[config.mk]
export PLATFORM = sky130hd
export DESIGN_NAME = ili9341_frame_streamer
export DESIGN_NICKNAME = d
export VERILOG_FILES = /design/src/rtl/tft_pkg.sv /design/src/rtl/spi_byte_tx.sv /design/src/rtl/ili9341_frame_streamer.sv
export SDC_FILE = /design/constraint.sdc
export NUM_CORES = 1
export LEC_CHECK = 0
export ABC_AREA = 1
export CAP_MARGIN = 20
export CORE_UTILIZATION = 60
export DETAILED_ROUTE_END_ITERATION = 8
export DONT_BUFFER_PORTS = 1
export PLACE_DENSITY = 0.76
export SKIP_CTS_REPAIR_TIMING = 1
export SYNTH_ARGS = -nofsm -noshare
export SYNTH_HDL_FRONTEND = slang
export SYNTH_SLANG_ARGS = --single-unit
export TNS_END_PERCENT = 50
[constraint.sdc]
create_clock -name clk -period 2.2 [get_ports clk]
set_clock_uncertainty 0.1 [all_clocks]
set_input_delay 0.44 -clock clk [delete_from_list [all_inputs] [get_ports clk]]
set_output_delay 0.44 -clock clk [all_outputs]
set_load 0.01 [all_outputs]
[src/rtl/tft_pkg.sv]
// Shared ILI9341 definitions: panel defaults, command bytes, streamer FSM states
// and the address-window header table.
package tft_pkg;

    localparam int LCD_W_DEF = 240;
    localparam int LCD_H_DEF = 320;

    localparam logic [7:0] ILI_CASET = 8'h2A;
    localparam logic [7:0] ILI_RASET = 8'h2B;
    localparam logic [7:0] ILI_RAMWR = 8'h2C;

    typedef enum logic [2:0] {
        ST_IDLE,
        ST_CS_SETUP,
        ST_HDR,
        ST_PIX_HI,
        ST_PIX_LO,
        ST_CS_HOLD,
        ST_GAP
    } stream_state_e;

    // Returns {dc, byte} for header position idx (0..10).
    function automatic logic [8:0] hdr_byte(input logic [3:0] idx,
                                            input logic [15:0] w_end,
                                            input logic [15:0] h_end);
        case (idx)
            4'd0:       hdr_byte = {1'b0, ILI_CASET};
            4'd1, 4'd2: hdr_byte = {1'b1, 8'h00};
            4'd3:       hdr_byte = {1'b1, w_end[15:8]};
            4'd4:       hdr_byte = {1'b1, w_end[7:0]};
            4'd5:       hdr_byte = {1'b0, ILI_RASET};
            4'd6, 4'd7: hdr_byte = {1'b1, 8'h00};
            4'd8:       hdr_byte = {1'b1, h_end[15:8]};
            4'd9:       hdr_byte = {1'b1, h_end[7:0]};
            default:    hdr_byte = {1'b0, ILI_RAMWR};
        endcase
    endfunction

endpackage

[src/rtl/spi_byte_tx.sv]
// Mode-0 SPI byte shifter: SCK generation, shift register and bit counter.
// ready is combinational so a byte loaded on the final falling edge follows with no gap.
module spi_byte_tx #(
    parameter int SPI_DIV = 2
) (
    input  logic       clk,
    input  logic       reset_n,
    input  logic       load,
    input  logic [7:0] byte_in,
    input  logic       dc_in,
    output logic       ready,
    output logic       sck,
    output logic       mosi,
    output logic       dc
);

    localparam int DW = (SPI_DIV > 1) ? $clog2(SPI_DIV) : 1;
    localparam logic [DW-1:0] DIV_LAST = DW'(SPI_DIV - 1);

    logic          act_q;
    logic [7:0]    sh_q;
    logic [2:0]    bit_q;
    logic [DW-1:0] div_q;
    logic          sck_q, mosi_q, dc_q;
    logic          tick;

    assign tick  = (div_q == DIV_LAST);
    assign ready = !act_q || (sck_q && tick && bit_q == 3'd7);
    assign sck   = sck_q;
    assign mosi  = mosi_q;
    assign dc    = dc_q;

    always_ff @(posedge clk or negedge reset_n) begin
        if (!reset_n) begin
            act_q  <= 1'b0;
            sh_q   <= '0;
            bit_q  <= '0;
            div_q  <= '0;
            sck_q  <= 1'b0;
            mosi_q <= 1'b0;
            dc_q   <= 1'b0;
        end else if (load && ready) begin
            act_q  <= 1'b1;
            sh_q   <= byte_in;
            bit_q  <= '0;
            div_q  <= '0;
            sck_q  <= 1'b0;
            mosi_q <= byte_in[7];
            dc_q   <= dc_in;
        end else if (act_q) begin
            if (!tick) begin
                div_q <= div_q + 1'b1;
            end else begin
                div_q <= '0;
                if (!sck_q) begin
                    sck_q <= 1'b1;
                end else begin
                    // falling edge: next bit goes out at the start of its low phase
                    sck_q <= 1'b0;
                    if (bit_q == 3'd7) begin
                        act_q <= 1'b0;
                    end else begin
                        bit_q  <= bit_q + 1'b1;
                        sh_q   <= {sh_q[6:0], 1'b0};
                        mosi_q <= sh_q[6];
                    end
                end
            end
        end
    end

endmodule

[src/rtl/ili9341_frame_streamer.sv]
// Streams one ILI9341 frame: CASET/RASET/RAMWR header then LCD_W*LCD_H RGB565 pixels.
// Define ILI9341_STREAM_CONTINUOUS_EN to restart frames back-to-back after the first start.
module ili9341_frame_streamer
    import tft_pkg::*;
#(
    parameter int LCD_W   = LCD_W_DEF,
    parameter int LCD_H   = LCD_H_DEF,
    parameter int SPI_DIV = 2
) (
    input  logic        clk,
    input  logic        reset_n,
    input  logic        start,
    input  logic [15:0] pixel_color,
    output logic        pixel_req,
    output logic        spi_cs_n,
    output logic        spi_sck,
    output logic        spi_mosi,
    output logic        spi_dc,
    output logic        busy,
    output logic        frame_done
);

    localparam int NPIX = LCD_W * LCD_H;
    localparam int PW   = $clog2(NPIX + 1);
    localparam int CW   = $clog2(2 * SPI_DIV + 1);
    localparam logic [PW-1:0] PIX_LAST   = PW'(NPIX - 1);
    localparam logic [CW-1:0] SETUP_LAST = CW'(SPI_DIV - 1);
    localparam logic [CW-1:0] HOLD_END   = CW'(SPI_DIV);
    localparam logic [CW-1:0] GAP_LAST   = CW'(2 * SPI_DIV - 1);
    localparam logic [15:0]   W_END      = 16'(LCD_W - 1);
    localparam logic [15:0]   H_END      = 16'(LCD_H - 1);

    stream_state_e state_q;
    logic [3:0]    hdr_cnt_q;
    logic [PW-1:0] pix_cnt_q;
    logic [CW-1:0] cnt_q;
    logic [15:0]   px_q;
    logic          cs_n_q, busy_q, done_q, req_q;
    logic          tx_ready, tx_load;
    logic [8:0]    tx_word;

    // Load is combinational against ready so bytes run back-to-back.
    always_comb begin
        tx_load = 1'b0;
        tx_word = hdr_byte(hdr_cnt_q, W_END, H_END);
        case (state_q)
            ST_CS_SETUP: tx_load = tx_ready && (cnt_q == SETUP_LAST);
            ST_HDR:      tx_load = tx_ready;
            ST_PIX_HI: begin
                tx_load = tx_ready;
                tx_word = {1'b1, pixel_color[15:8]};
            end
            ST_PIX_LO: begin
                tx_load = tx_ready;
                tx_word = {1'b1, px_q[7:0]};
            end
            default: ;
        endcase
    end

    always_ff @(posedge clk or negedge reset_n) begin
        if (!reset_n) begin
            state_q   <= ST_IDLE;
            hdr_cnt_q <= '0;
            pix_cnt_q <= '0;
            cnt_q     <= '0;
            px_q      <= '0;
            cs_n_q    <= 1'b1;
            busy_q    <= 1'b0;
            done_q    <= 1'b0;
            req_q     <= 1'b0;
        end else begin
            req_q  <= 1'b0;
            done_q <= 1'b0;
            case (state_q)
                ST_IDLE: begin
                    hdr_cnt_q <= '0;
                    pix_cnt_q <= '0;
                    cnt_q     <= '0;
                    if (start) begin
                        busy_q  <= 1'b1;
                        cs_n_q  <= 1'b0;
                        state_q <= ST_CS_SETUP;
                    end
                end
                ST_CS_SETUP: begin
                    if (tx_load) begin
                        hdr_cnt_q <= 4'd1;
                        state_q   <= ST_HDR;
                    end else begin
                        cnt_q <= cnt_q + 1'b1;
                    end
                end
                ST_HDR: begin
                    if (tx_load) begin
                        hdr_cnt_q <= hdr_cnt_q + 1'b1;
                        if (hdr_cnt_q == 4'd10) state_q <= ST_PIX_HI;
                    end
                end
                ST_PIX_HI: begin
                    if (tx_load) begin
                        px_q    <= pixel_color;
                        req_q   <= 1'b1;
                        state_q <= ST_PIX_LO;
                    end
                end
                ST_PIX_LO: begin
                    if (tx_load) begin
                        pix_cnt_q <= pix_cnt_q + 1'b1;
                        cnt_q     <= '0;
                        state_q   <= (pix_cnt_q == PIX_LAST) ? ST_CS_HOLD : ST_PIX_HI;
                    end
                end
                ST_CS_HOLD: begin
                    // count starts on the edge the final SCK fall completes
                    if (tx_ready) begin
                        if (cnt_q == HOLD_END) begin
                            cs_n_q  <= 1'b1;
                            cnt_q   <= '0;
                            state_q <= ST_GAP;
                        end else begin
                            cnt_q <= cnt_q + 1'b1;
                        end
                    end
                end
                ST_GAP: begin
                    if (cnt_q == GAP_LAST) begin
                        done_q <= 1'b1;
`ifdef ILI9341_STREAM_CONTINUOUS_EN
                        cs_n_q    <= 1'b0;
                        cnt_q     <= '0;
                        hdr_cnt_q <= '0;
                        pix_cnt_q <= '0;
                        state_q   <= ST_CS_SETUP;
`else
                        busy_q  <= 1'b0;
                        state_q <= ST_IDLE;
`endif
                    end else begin
                        cnt_q <= cnt_q + 1'b1;
                    end
                end
                default: state_q <= ST_IDLE;
            endcase
        end
    end

    spi_byte_tx #(.SPI_DIV(SPI_DIV)) u_tx (
        .clk     (clk),
        .reset_n (reset_n),
        .load    (tx_load),
        .byte_in (tx_word[7:0]),
        .dc_in   (tx_word[8]),
        .ready   (tx_ready),
        .sck     (spi_sck),
        .mosi    (spi_mosi),
        .dc      (spi_dc)
    );

    assign spi_cs_n   = cs_n_q;
    assign busy       = busy_q;
    assign frame_done = done_q;
    assign pixel_req  = req_q;

endmodule
=== After elaboration in Yosys (flattened, before gate mapping) ===
Memory sizes are Yosys's and may differ from the RTL's.
Cells that the tools add are included.

* Reduce and logical (&&, ||, !) cells: 25
* Equal/unequal tests: 24
* Shift operators: 0
* $add $sub $neg: 5
* Mux-type cells: 62
* Bitwise gates (word level): 0
* $lt $le $gt $ge: 0
* Div/mod/pow operators: 0
* $mul: 0

{| class="wikitable"
|+ Operator list
! kind !! count
|-
| $mux 3 || 20
|-
| $mux 7 || 5
|-
| $pmux 17 s2 || 1
|-
| $mux 1 || 26
|-
| $pmux 3 s7 || 1
|-
| $pmux 9 s2 || 1
|-
| $add 17x1->17 const B || 1
|-
| $eq 17x17->1 const B || 1
|-
| $mux 17 || 1
|-
| $pmux 3 s5 || 1
|-
| $ne 2x2->1 const B || 7
|-
| $eq 3x2->1 const B || 4
|-
| $eq 3x3->1 const B || 4
|-
| $pmux 4 s3 || 1
|-
| $reduce_bool 2->1 || 6
|-
| $ne 2x1->1 const B || 5
|-
| $reduce_and 9->1 || 1
|-
| $mux 4 || 2
|-
| $reduce_and 4->1 || 2
|-
| $add 3x1->3 const B || 2
|-
| $eq 3x1->1 const B || 2
|-
| $pmux 1 s2 || 3
|-
| $reduce_and 2->1 || 3
|-
| $reduce_and 3->1 || 2
|-
| other kinds (11) || 14
|}

* Memories: 1
* Output and inout bits: 7
* Bits in latches: 0
* ROM bits: 144
* Register bits after elaboration: 54
* RAM bits: 0

{| class="wikitable"
|+ Memories
! name !! depth !! width !! read ports !! clocked after Yosys merged registers in !! wr ports !! line !! source
|-
| (no name shown) || 16 || 9 || 1 || 0 || 0 || tft_pkg.sv:26 || <nowiki>case (idx)</nowiki>
|}

=== Longest topological paths before layout ===
Gate-level depths: netlist (run 1).

* Depth after elaboration: 8
* Gate-level depth with buffers: 12
* Mapped depth without buffers: 12

=== Modules after synthesis ===
From an unflattened synthesis (run 1), not the netlist that was laid out.

* Cell total of the unflattened synthesis: 458
* Area, all modules: 3326.9 um^2

{| class="wikitable"
|+ By module, submodules not included
! module !! times used !! area an instance (um^2) !! cells each
|-
| ili9341_frame_streamer || 1 || 2432.3 || 345
|-
| spi_byte_tx || 1 || 894.6 || 113
|}

=== Worst setup path before layout (run 1) ===
No wires, ideal clock.

* Path kind: register to register
* From: reg u_tx.bit_q[0]
* To: reg px_q[5]
* Required time: 1.979 ns
* Buffers on the path: 1
* Cell stages (with the launch flop): 12
* Arrival: 1.536 ns
* Slack: 0.444 ns
* Path through: dfrtp_1 > ha_1 > ha_1 > nand3_1 > nand2_2 > nand2_2 > nand2_2 > nand2_2 > inv_2 > buf_4 > nand2_1 > o21ai_1

* Word-level cells in the longest chain between the ends: 6

{| class="wikitable"
|+ RTL lines
! what !! line !! source
|-
| start, declared || spi_byte_tx.sv:22 || <nowiki>logic [2:0] bit_q;</nowiki>
|-
| start signal, assigned || spi_byte_tx.sv:63 || <nowiki>bit_q <= bit_q + 1'b1;</nowiki>
|-
| $eq 3x3->1 * || spi_byte_tx.sv:28 || <nowiki>assign ready = !act_q || (sck_q && tick && bit_q == 3'd7);</nowiki>
|-
| $logic_and 1x1->1 * || spi_byte_tx.sv:28 ||
|-
| $logic_or 1x1->1 * || spi_byte_tx.sv:28 ||
|-
| $logic_and 1x1->1 || ili9341_frame_streamer.sv:47 || <nowiki>ST_CS_SETUP: tx_load = tx_ready && (cnt_q == SETUP_LAST);</nowiki>
|-
| $pmux 1 s2 * || ili9341_frame_streamer.sv:46 || <nowiki>case (state_q)</nowiki>
|-
| $reduce_and 2->1 (no source line) * || -- ||
|-
| end signal, assigned || ili9341_frame_streamer.sv:102 || <nowiki>px_q <= pixel_color;</nowiki>
|-
| end, declared || ili9341_frame_streamer.sv:37 || <nowiki>logic [15:0] px_q;</nowiki>
|}

Every way passes the cells marked *; elsewhere a longest branch is shown, timed or not.
A chain may end at the register's enable or synchronous reset.

=== Worst setup path in the final report (run 1) ===
* From: reg u_tx.bit_q[0]
* To: reg hdr_cnt_q[0]

* Word-level cells in the longest chain between the ends: 7
* Elaborated cells on any way between the ends: 8

{| class="wikitable"
|+ RTL lines
! what !! line !! source
|-
| $eq 3x3->1 * || spi_byte_tx.sv:28 ||
|-
| $logic_and 1x1->1 * || spi_byte_tx.sv:28 ||
|-
| $logic_or 1x1->1 * || spi_byte_tx.sv:28 ||
|-
| $logic_and 1x1->1 || ili9341_frame_streamer.sv:47 ||
|-
| $pmux 1 s2 * || ili9341_frame_streamer.sv:46 ||
|-
| $ne 2x1->1 (no source line) || -- ||
|-
| $reduce_and 3->1 (no source line) * || -- ||
|-
| end signal, assigned || ili9341_frame_streamer.sv:96 || <nowiki>hdr_cnt_q <= hdr_cnt_q + 1'b1;</nowiki>
|-
| end, declared || ili9341_frame_streamer.sv:34 || <nowiki>logic [3:0] hdr_cnt_q;</nowiki>
|}

Marks and branches as above.

==> reports/qor.txt, run 1 <==
Synthesis Warnings = 0
share of flip-flops with an asynchronous set or reset = 100%
Die H = 77.0 um
total CTS buffers = 5
Mapped Area = 0.00337 mm2
share of cells above drive strength 1 = 8.52%
drt first pass iters = 4
fin util = 67.8%
io pins = 26
WP data arrival = 2.12 ns
Total GRT Usage = 26.3%
drt total wl = 7.26 mm
Startpoint Class = flop
WL per Instance = 13.2 um
post-synth net total = 505
Reg clk slew, reported paths = 0.09 ns
CP max-delay cell = dfrtp_1
Net count, final = 511
EDFF count, synth = 0
detailed placer's ending HPWL = 5.46 mm
final slew viol count = 0
max_cap viols = 0
outcome = complete, no violations
synthesis-to-layout area growth = 6.01%
crit-path max FO = 12
Final Cycle Share = 92.7%
total global routing overflow = 0
most common cell after layout, fill and taps aside = nand2_1
synthesized instance count = 474
Finished Cell Area = 0.00357 mm2
TNS Setup = 0 ns
initial core utilization = 64.0%
placed cell areas = 0.00339 mm2
vias in the first global route = 2,800
Clock Latency Late Sink = 0.31 ns
critical path capture point type = flop
total core area = 0.00527 mm2
num rows = 26
clk root buf = clkbuf_8
Max clock buf depth = 2
Die ar. = 0.00592 mm2
sequential cell area fraction in the yosys report = 40.1%
antenna diode count = 0
Worst VDD drop = 0.687 mV
CTS H-tree lvls = 2
fillers = 485
Die W = 77.0 um
Final Critical Period = 2.04 ns
most frequent cells in the layout = nand2_1, dfrtp_1, inv_1, nor2_1, nand3_1
initial antenna violation count = 0
vias = 2,970
final hold vios = 0
critical path cell sequence = ha_1 > ha_1 > nand3_1 > nand2_2 > nand2_2 > nand2_8 > o21bai_2 > o21ai_0
RSZ-0062 raised after global routing = false
Syn Area/Cell = 7.11 um2
Yosys reg bits = 54
Via density = 5.39
max_slew headroom = 69.5%
area of the multi-input gates = 0.00175 mm2
Synth Flop Type = dfrtp_1
CTS tree = done
first-pass GRT wire length = 12.4 mm
Port Buffers = 0
largest net degree at the start of global routing = 55
DRC = 0
Power Dens Cells = 995 mW/mm2
Setup violations, final = 0
DR iter-0 viols = 167
Worst Tran Pin Value = 0.458 ns
Pleak = 1.78 nW
largest stage delay on the critical path = 0.42 ns
gpl congestion = 0.871
Antenna Violating Nets Remaining = 0
clk sinks = 54
FMAX = 490 MHz
Hold Path Class = in2reg
Synth cell types = 33
Min Hold Slack = 0.150 ns
Register Area = 0.00135 mm2
critical path required time = 2.28 ns
WS Path Type = reg2reg
## critical path: cells and delay by family (launching register included)
| kind | cells | cell delay, ns |
|---|---|---|
| flops | 1 | 0.42 |
| compound gates | 2 | 0.40 |
| simple gates | 4 | 0.55 |
| fa+ha+maj | 2 | 0.46 |
## routing by layer
metal	GRT usage (%)	vias up	wire [um]
met5	0	-	0
met4	6.15	0	70
met1	35.1	1363	3450
met2	44.3	64	3440
li1	-	1534	-
met3	4.88	9	299
## flip-flops by register name, indices dropped and copies added, names as in the netlist
signal and flops:
busy 1, cnt_q 3, frame_done 1, hdr_cnt_q 4, pix_cnt_q 17, pixel_req 1
px_q 8, spi_cs_n 1, state_q 3, u_tx.act_q 1, u_tx.bit_q 3, u_tx.dc 1
u_tx.div_q 1, u_tx.mosi 1, u_tx.sck 1, u_tx.sh_q 7
## power breakdown
part / switching, W / internal (W) / leakage [nW] / total (W)
Combinational: 0.00100 / 0.000524 / 1.05 / 0.00153
Sequential: 0.000255 / 0.00121 / 0.688 / 0.00147
Clock: 0.000332 / 0.000226 / 0.0452 / 0.000558
## final timing paths
check                          startpoint            to  slack [ns]  cells past startpoint
min reg2reg                  u_tx.sh_q[0]  u_tx.sh_q[0]        0.39                      2
min in group asynchronous         reset_n  pix_cnt_q[5]        0.55                      2
max reg2reg                 u_tx.bit_q[0]  hdr_cnt_q[0]        0.16                      8
min                        pixel_color[2]       px_q[2]        0.15                      2
max                         u_tx.bit_q[0]  hdr_cnt_q[0]        0.16                      8
max in group asynchronous         reset_n      spi_cs_n        1.17                      2
## final cells by class
class | count | share of cell area [%]
tap | 70 | 2.45
clock buffer | 6 | 2.03
inverter | 48 | 5.04
clock inverter | 2 | 0.385
multi-input combinational | 359 | 49.1
timing repair buffer | 12 | 3.15
sequential | 54 | 37.9
## through the flow
| step | std cells | setup WS, ns | total power (W) |
|---|---|---|---|
| final | 551 | 0.161 | 0.00355 |
| after global routing | 551 | 0.00206 | 0.00389 |
| after CTS | 544 | -0.0126 | 0.00351 |
| after detailed placement | 536 | 0.0387 | 0.00295 |
| after global placement | 536 | 0.159 | 0.00290 |
| after floorplan | 474 | 0.444 | 0.00270 |
## cells in the mapped netlist, types with 2 or more instances
master / instances / area [um2]
a21oi_1: 9 / 45.0
a31oi_1: 2 / 12.5
buf_2: 3 / 15.0
buf_4: 4 / 30.0
buf_6: 5 / 56.3
dfrtp_1: 53 / 1330
ha_1: 12 / 150
inv_1: 45 / 169
inv_2: 3 / 11.3
nand2_1: 180 / 676
nand2_2: 9 / 56.3
nand3_1: 37 / 185
nand3b_1: 2 / 15.0
nand4_1: 16 / 100
nor2_1: 39 / 146
nor2_4: 2 / 22.5
nor3_1: 5 / 25.0
o21ai_0: 22 / 110
o21ai_1: 9 / 45.0
o21bai_1: 4 / 30.0
## logic make-up after synthesis
kind of cell / synth area share, %
AO/OA/AOI/OAI: 8.24
XOR/XNOR: 0.520
adder cells (fa/ha/maj): 4.45
buffers and inverters: 8.46
flip-flops: 40.1
AND/OR/NAND/NOR: 38.2
Power figures use the tool's default switching activity.
==> inputs of run 2 (changes only) <==
--- a/config.mk
+++ b/config.mk
@@ -5,7 +5,6 @@
 export SDC_FILE = /design/constraint.sdc
 export NUM_CORES = 1
 export LEC_CHECK = 0
-export ABC_AREA = 1
 export CAP_MARGIN = 20
 export CORE_UTILIZATION = 60
 export DETAILED_ROUTE_END_ITERATION = 8
==> run 2 against run 1 <==
Clock-buffer cell count grew 1. Maximum frequency shrank 1.9%. Utilization grew 1.4 points. Wire length grew 3.8%.
==> reports/qor.txt, run 2 <==
fin worst setup slack = 0.121 ns (was 0.161 ns)
initial core utilization = 63.4% (was 64.0%)
reg2reg start = cnt_q[1] (was u_tx.bit_q[0])
vias = 2,748 (was 2,970)
fillers = 424 (was 485)
DR iter-0 viols = 126 (was 167)
area of the multi-input gates = 0.00181 mm2 (was 0.00175 mm2)
Net count, final = 385 (was 511)
Synth cell types = 64 (was 33)
WP data arrival = 2.18 ns (was 2.12 ns)
total CTS buffers = 5 (unchanged)
initial antenna violation count = 0 (unchanged)
sequential cell area fraction in the yosys report = 41.0% (was 40.1%)
share of cells above drive strength 1 = 12.1% (was 8.52%)
Worst VDD drop = 0.307 mV (was 0.687 mV)
clk root buf = clkbuf_8 (unchanged)
post-synth net total = 377 (was 505)
R2R depth = 6 (was 8)
CTS H-tree lvls = 2 (unchanged)
Die W = 76.1 um (was 77.0 um)
WS Path Type = reg2reg (unchanged)
Antenna Violating Nets Remaining = 0 (unchanged)
io pins = 26 (unchanged)
critical path capture point type = flop (unchanged)
Via density = 6.47 (was 5.39)
share of flip-flops with an asynchronous set or reset = 100% (unchanged)
Pleak = 1.56 nW (was 1.78 nW)
largest stage delay on the critical path = 0.41 ns (was 0.42 ns)
synthesized instance count = 346 (was 474)
placed instance count = 413 (was 536)
Mapped Area = 0.00330 mm2 (was 0.00337 mm2)
gpl congestion = 0.870 (was 0.871)
Post-synth top cells = dfrtp_1, nand2_1, nor2_1, a21oi_1, inv_1 (was nand2_1, dfrtp_1, inv_1, nor2_1, nand3_1)
Final Critical Period = 2.08 ns (was 2.04 ns)
most frequent cell after synthesis = dfrtp_1 (was nand2_1)
clk sinks = 54 (unchanged)
max_slew headroom = 68.0% (was 69.5%)
largest register by flop count = pix_cnt_q (unchanged)
Startpoint Class = flop (unchanged)
Clock Latency Late Sink = 0.31 ns (about the same)
Die ar. = 0.00580 mm2 (was 0.00592 mm2)
Total GRT Usage = 27.0% (was 26.3%)
Register Area = 0.00135 mm2 (unchanged)
max_cap viols = 0 (unchanged)
critical path required time = 2.30 ns (was 2.28 ns)
total core area = 0.00520 mm2 (was 0.00527 mm2)
cell taking the most area after synthesis = dfrtp_1 (unchanged)
Final Non-Filler Cells = 425 (was 551)
sum of buffers and inverters on the critical path = 1 (was 0)
FMAX = 481 MHz (was 490 MHz)
CTS tree = done (unchanged)
WL per Instance = 17.7 um (was 13.2 um)
Yosys reg bits = 54 (unchanged)
Final Cycle Share = 94.5% (was 92.7%)
Synth Flop Type = dfrtp_1 (unchanged)
hold path depth = 3 (was 2)
CP max-delay cell = dfrtp_1 (unchanged)
outcome = complete, no violations (unchanged)
synthesis-to-layout area growth = 9.26% (was 6.01%)
Syn Area/Cell = 9.53 um2 (was 7.11 um2)
antenna diode count = 0 (unchanged)
Worst Tran Pin Value = 0.467 ns (was 0.458 ns)
Min Hold Slack = 0.147 ns (was 0.150 ns)
Setup violations, final = 0 (unchanged)
critical path cell sequence = inv_1 > ha_1 > nand4bb_1 > a32oi_4 > a41oi_1 > a211o_1 (was ha_1 > ha_1 > nand3_1 > nand2_2 > nand2_2 > nand2_8 > o21bai_2 > o21ai_0)
largest net degree at the start of global routing = 55 (unchanged)
final slew viol count = 0 (unchanged)
RSZ-0062 raised after global routing = true (was false)
Hold Path Class = in2reg (unchanged)
Power Dens Cells = 443 mW/mm2 (was 995 mW/mm2)
vias in the first global route = 2,600 (was 2,800)
worst reg2reg path endpoint = hdr_cnt_q[3] (was hdr_cnt_q[0])
most frequent cells in the layout = dfrtp_1, nand2_1, buf_4, nor2_1, a21oi_1 (was nand2_1, dfrtp_1, inv_1, nor2_1, nand3_1)
num rows = 26 (unchanged)
drt first pass iters = 5 (was 4)
Die H = 76.1 um (was 77.0 um)
most common cell after layout, fill and taps aside = dfrtp_1 (was nand2_1)
Port Buffers = 0 (unchanged)
DRC = 0 (unchanged)
crit-path max FO = 6 (was 12)
CP top delay family = compound AO/OA/AOI/OAI gates (was simple AND/OR/NAND/NOR gates)
Reg clk slew, reported paths = 0.10 ns (was 0.09 ns)
Synthesis Warnings = 0 (unchanged)
leading post-synthesis cells by cell area = dfrtp_1, ha_1, a21oi_1, mux2_1, nand2_1 (was dfrtp_1, nand2_1, nand3_1, inv_1, ha_1)
first-pass GRT wire length = 12.7 mm (was 12.4 mm)
Place WS = 0.0749 ns (was 0.0387 ns)
final hold vios = 0 (unchanged)
top flop regs = pix_cnt_q x17, px_q x8, u_tx.sh_q x7 (unchanged)
total global routing overflow = 0 (unchanged)
Max clock buf depth = 2 (unchanged)
max reg flops = 17 (unchanged)
top-area cell type share of the netlist area = 40.2% (was 39.3%)
FF-to-FF setup slack = 0.12 ns (was 0.16 ns)
hold path start = start (was pixel_color[2])
EDFF count, synth = 0 (unchanged)
Worst Hold End = spi_cs_n (was px_q[2])
detailed placer's ending HPWL = 5.46 mm (about the same)
drt total wl = 7.54 mm (was 7.26 mm)
==> run 2: cell count changes after synthesis, moves of 8 or more <==
cell      change
mux2_1        +8
a211oi_1      +8
mux2i_1       +8
nor2_1       -18
nand2_2       -9
a21oi_1      +10
nand2_1     -157
clkbuf_1     +12
nand3_1      -29
o21ai_0      -10
nand4_1      -10
o22ai_1       +9
inv_1        -30
==> run 2: cell families after synthesis <==
logic type / Yosys count / synth area share, %
xor+xnor: 7 / 1.86
buf+inv: 39 / 4.93
mux: 19 / 6.18
simple gates: 104 / 17.6
flops: 54 / 41.0
compound gates: 111 / 23.9
fa+ha+maj: 12 / 4.55
==> run 2: metal layers <==
metal / vias up / wire length, um / GRT usage [%]
met5: - / 0 / 0
met4: 0 / 59 / 7.12
met3: 5 / 357 / 4.31
met2: 74 / 3630 / 43.1
met1: 1346 / 3490 / 38.4
li1: 1323 / - / -
==> run 2: how the worst max path moves through the flow <==
| stage | start | endpoint | depth (start not counted) |
|---|---|---|---|
| 4_1_cts | u_tx.bit_q[0] | cnt_q[2] | 6 |
| 3_3_place_gp | u_tx.bit_q[0] | cnt_q[0] | 6 |
| 5_1_grt | u_tx.bit_q[0] | px_q[1] | 6 |
| 3_5_place_dp | u_tx.bit_q[0] | pix_cnt_q[7] | 7 |
| 6_report | cnt_q[1] | hdr_cnt_q[3] | 6 |
| 2_1_floorplan | u_tx.bit_q[0] | pix_cnt_q[16] | 7 |
==> run 2: tightest hold or removal path, delay by kind of cell <==
family	cells	cell delay, ns
and+or+nand+nor	3	0.13
==> run 2: through the flow <==
stage | power, W | setup TNS, ns | util [%] | cell area, um2
global placement | 0.00101 | 0 | 66.0 | 3440
global route | 0.00164 | -0.00336 | 69.2 | 3600
CTS | 0.00157 | 0 | 67.8 | 3530
detailed placement | 0.00101 | 0 | 66.0 | 3440
finish | 0.00159 | 0 | 69.2 | 3600
floorplan | 0.00101 | 0 | - | 3300
==> run 2: cell type report <==
type,instances,area share [%]
clock inverters,1,0.139
repair buffers,25,5.83
flip-flops and latches,54,37.5
multi-input cells,253,50.1
inverters,15,1.56
clock buffers,7,2.40
well taps,70,2.43
==> run 2: report_power, final <==
part,switching [W],internal [W],total (W),leakage (nW)
sequential,0,0.000992,0.000992,0.726
clock,0.000321,0.000255,0.000576,0.0482
combinational,0.0000201,0.00000674,0.0000268,0.789
total,0.000341,0.00125,0.00159,1.56
==> edit, RTL diff (settings of run 1) <==
Reset style: synchronous (`reset_n`), changed in 2 clocked blocks.
--- a/src/rtl/spi_byte_tx.sv
+++ b/src/rtl/spi_byte_tx.sv
@@ -31,5 +31,5 @@
     assign dc    = dc_q;
 
-    always_ff @(posedge clk or negedge reset_n) begin
+    always_ff @(posedge clk) begin
         if (!reset_n) begin
             act_q  <= 1'b0;
--- a/src/rtl/ili9341_frame_streamer.sv
+++ b/src/rtl/ili9341_frame_streamer.sv
@@ -59,5 +59,5 @@
     end
 
-    always_ff @(posedge clk or negedge reset_n) begin
+    always_ff @(posedge clk) begin
         if (!reset_n) begin
             state_q   <= ST_IDLE;
Check against the original RTL: differs if reset_n is asserted again (counterexample within 4 cycles, from zero or initial values and one cycle with reset_n low); with reset_n held inactive, the same outputs for 10 cycles.
==> edit against run 1 <==
Maximum frequency shrank 0.12%. Total power grew 20%. Critical path depth grew 4. Sequential cell count grew 7. Setup slack lost 0.0025 ns. Hold slack lost 0.013 ns. Area after synthesis shrank 7.4%. Design area shrank 1.3%. First-iteration DRC count shrank 23%. Routed wire length shrank 7.5%. Largest cell class unchanged. Largest power group unchanged.
==> edit: results (changes against run 1) <==
| Metric | Value |
|---|---|
| Status | completed |
| P_leak | 1.500 nW (-16%) |
| Placed instance count | 507 (-5.4%) |
| Met1 WL | 3.106 mm (-10%) |
| Fill count | 409 (-16%) |
| Starting DRC count in detailed routing | 129 (-23%) |
| Top sig layer | met4 |
| DP Area | 0.003231 sq mm (-4.7%) |
| H-Tree Level Count | 3 (+1) |
| Slowest cell on crit path | dfxtp_1 |
| Reg2reg end | pix_cnt_q[4] |
| Critical path peak fanout | 8 (-4) |
| Reg2reg path depth | 12 (+4) |
| Met3 WL | 342 um (+14%) |
| Skew-Pair Late Insertion Delay | 0.34 ns (+0.03 ns) |
| Syn Nets | 467 (-7.5%) |
| Post-Syn Instances | 439 (-7.4%) |
| Hpwl dp | 4.750 mm (-13%) |
| GPL Wtd Cong | 0.8913 (+2.4%) |
| Largest net degree at the start of global routing | 25 (-55%) |
| Hold path endpoint | px_q[1] |
| Netlist cell types | 41 (+24%) |
| FFs w/ async S/R, synth | 0% (-100 points) |
| Critical Path AT | 2.17 ns (+0.05 ns) |
| Post-synthesis sequential area ratio | 39.12% (-1.0 points) |
| Vias in the first global route | 2603 (-7.0%) |
| Hold Startpoint | reset_n |
| Most used DFF post-synth | dfxtp_1 |
| Final cell count without fillers | 527 (-4.4%) |
| First-pass GRT wire length | 11.18 mm (-10%) |
| Metal2 WL | 3.189 mm (-7.2%) |
| Num CTS Buffers | 9 (+4) |
| WS Path Type | reg -> reg |
| Slowest stage delay, CP | 0.35 ns (-0.07 ns) |
| Clk slew on worst S/H paths | 0.07 ns (-0.02 ns) |
| Leading cell types by count after synthesis | nand2_1 (93), inv_1 (68), dfxtp_1 (61) |
| Final net count | 483 (-5.5%) |
| Slew margin rel. | 71.94% (+2.4 points) |
| Wire per inst | 12.74 um (-3.3%) |
| Family with the most delay on the worst path | simple AND/OR/NAND/NOR gates |
| Most area-consuming cells after synthesis | dfxtp_1 (39%), nand2_1 (11%), inv_1 (8.2%), a21oi_1 (5.9%), o21ai_0 (4.8%) |
| DR pass1 iterations | 4 (unchanged) |
| GRT Resource Usage Total | 26.75% (+0.42 points) |
| Worst VDD drop | 0.9090 mV (+32%) |
| Layout cells sized above 1 | 13.70% (+5.2 points) |
| Clock buffer depth | 2 (unchanged) |
| Reg-to-reg critical path startpoint | u_tx.bit_q[0] |
| Vias | 2853 (-3.9%) |
## edit: worst max-delay path by stage
stage               slack (ns)           end
floorplan                 0.31  pix_cnt_q[9]
global route             -0.02          flop
CTS                       0.04  pix_cnt_q[4]
global placement          0.14  pix_cnt_q[4]
detailed placement        0.06  pix_cnt_q[4]
finish                    0.16  pix_cnt_q[4]
## edit: report_power, final
part           switching, mW  internal (mW)
combinational           1.08          0.578
clock                  0.456          0.676
sequential             0.167           1.32
total                   1.71           2.58
## edit: cell type report
| cell class | count | area, sq um | area share (%) |
|---|---|---|---|
| timing repair buffer | 14 | 105.1 | 2.979 |
| inverter | 73 | 274.0 | 7.766 |
| clock buffer | 10 | 137.6 | 3.901 |
| multi-input combinational | 296 | 1612 | 45.67 |
| tap | 67 | 83.83 | 2.376 |
| sequential | 61 | 1222 | 34.65 |
| clock inverter | 6 | 93.84 | 2.660 |
## edit: per-layer routing
layer	track usage, %	up-vias
li1	-	1489
met1	32.60	1298
met2	44.34	58
met3	8.808	8
met4	9.188	0
met5	0	-
## edit: logic make-up (layout without fill, tap and decap cells)
logic type / Yosys count / after routing / share of synthesized area [%]
adder cells (fa/ha/maj): 9 / 9 / 3.607
XOR/XNOR: 2 / 2 / 0.5612
AO/OA/AOI/OAI: 92 / 92 / 16.47
buffers and inverters: 82 / 103 / 10.38
AND/OR/NAND/NOR: 193 / 193 / 29.86
flip-flops: 61 / 61 / 39.12
## edit: stage by stage
| step | worst slack (ns) | hold slack (ns) | utilization, % |
|---|---|---|---|
| after floorplan | 0.3124 | 0.3297 | - |
| after global placement | 0.1370 | 0.3400 | 66.63 |
| after detailed placement | 0.06124 | 0.3445 | 66.63 |
| after CTS | 0.04319 | 0.1206 | 71.41 |
| after global routing | -0.01947 | 0.1187 | 72.77 |
| final | 0.1583 | 0.1375 | 72.77 |
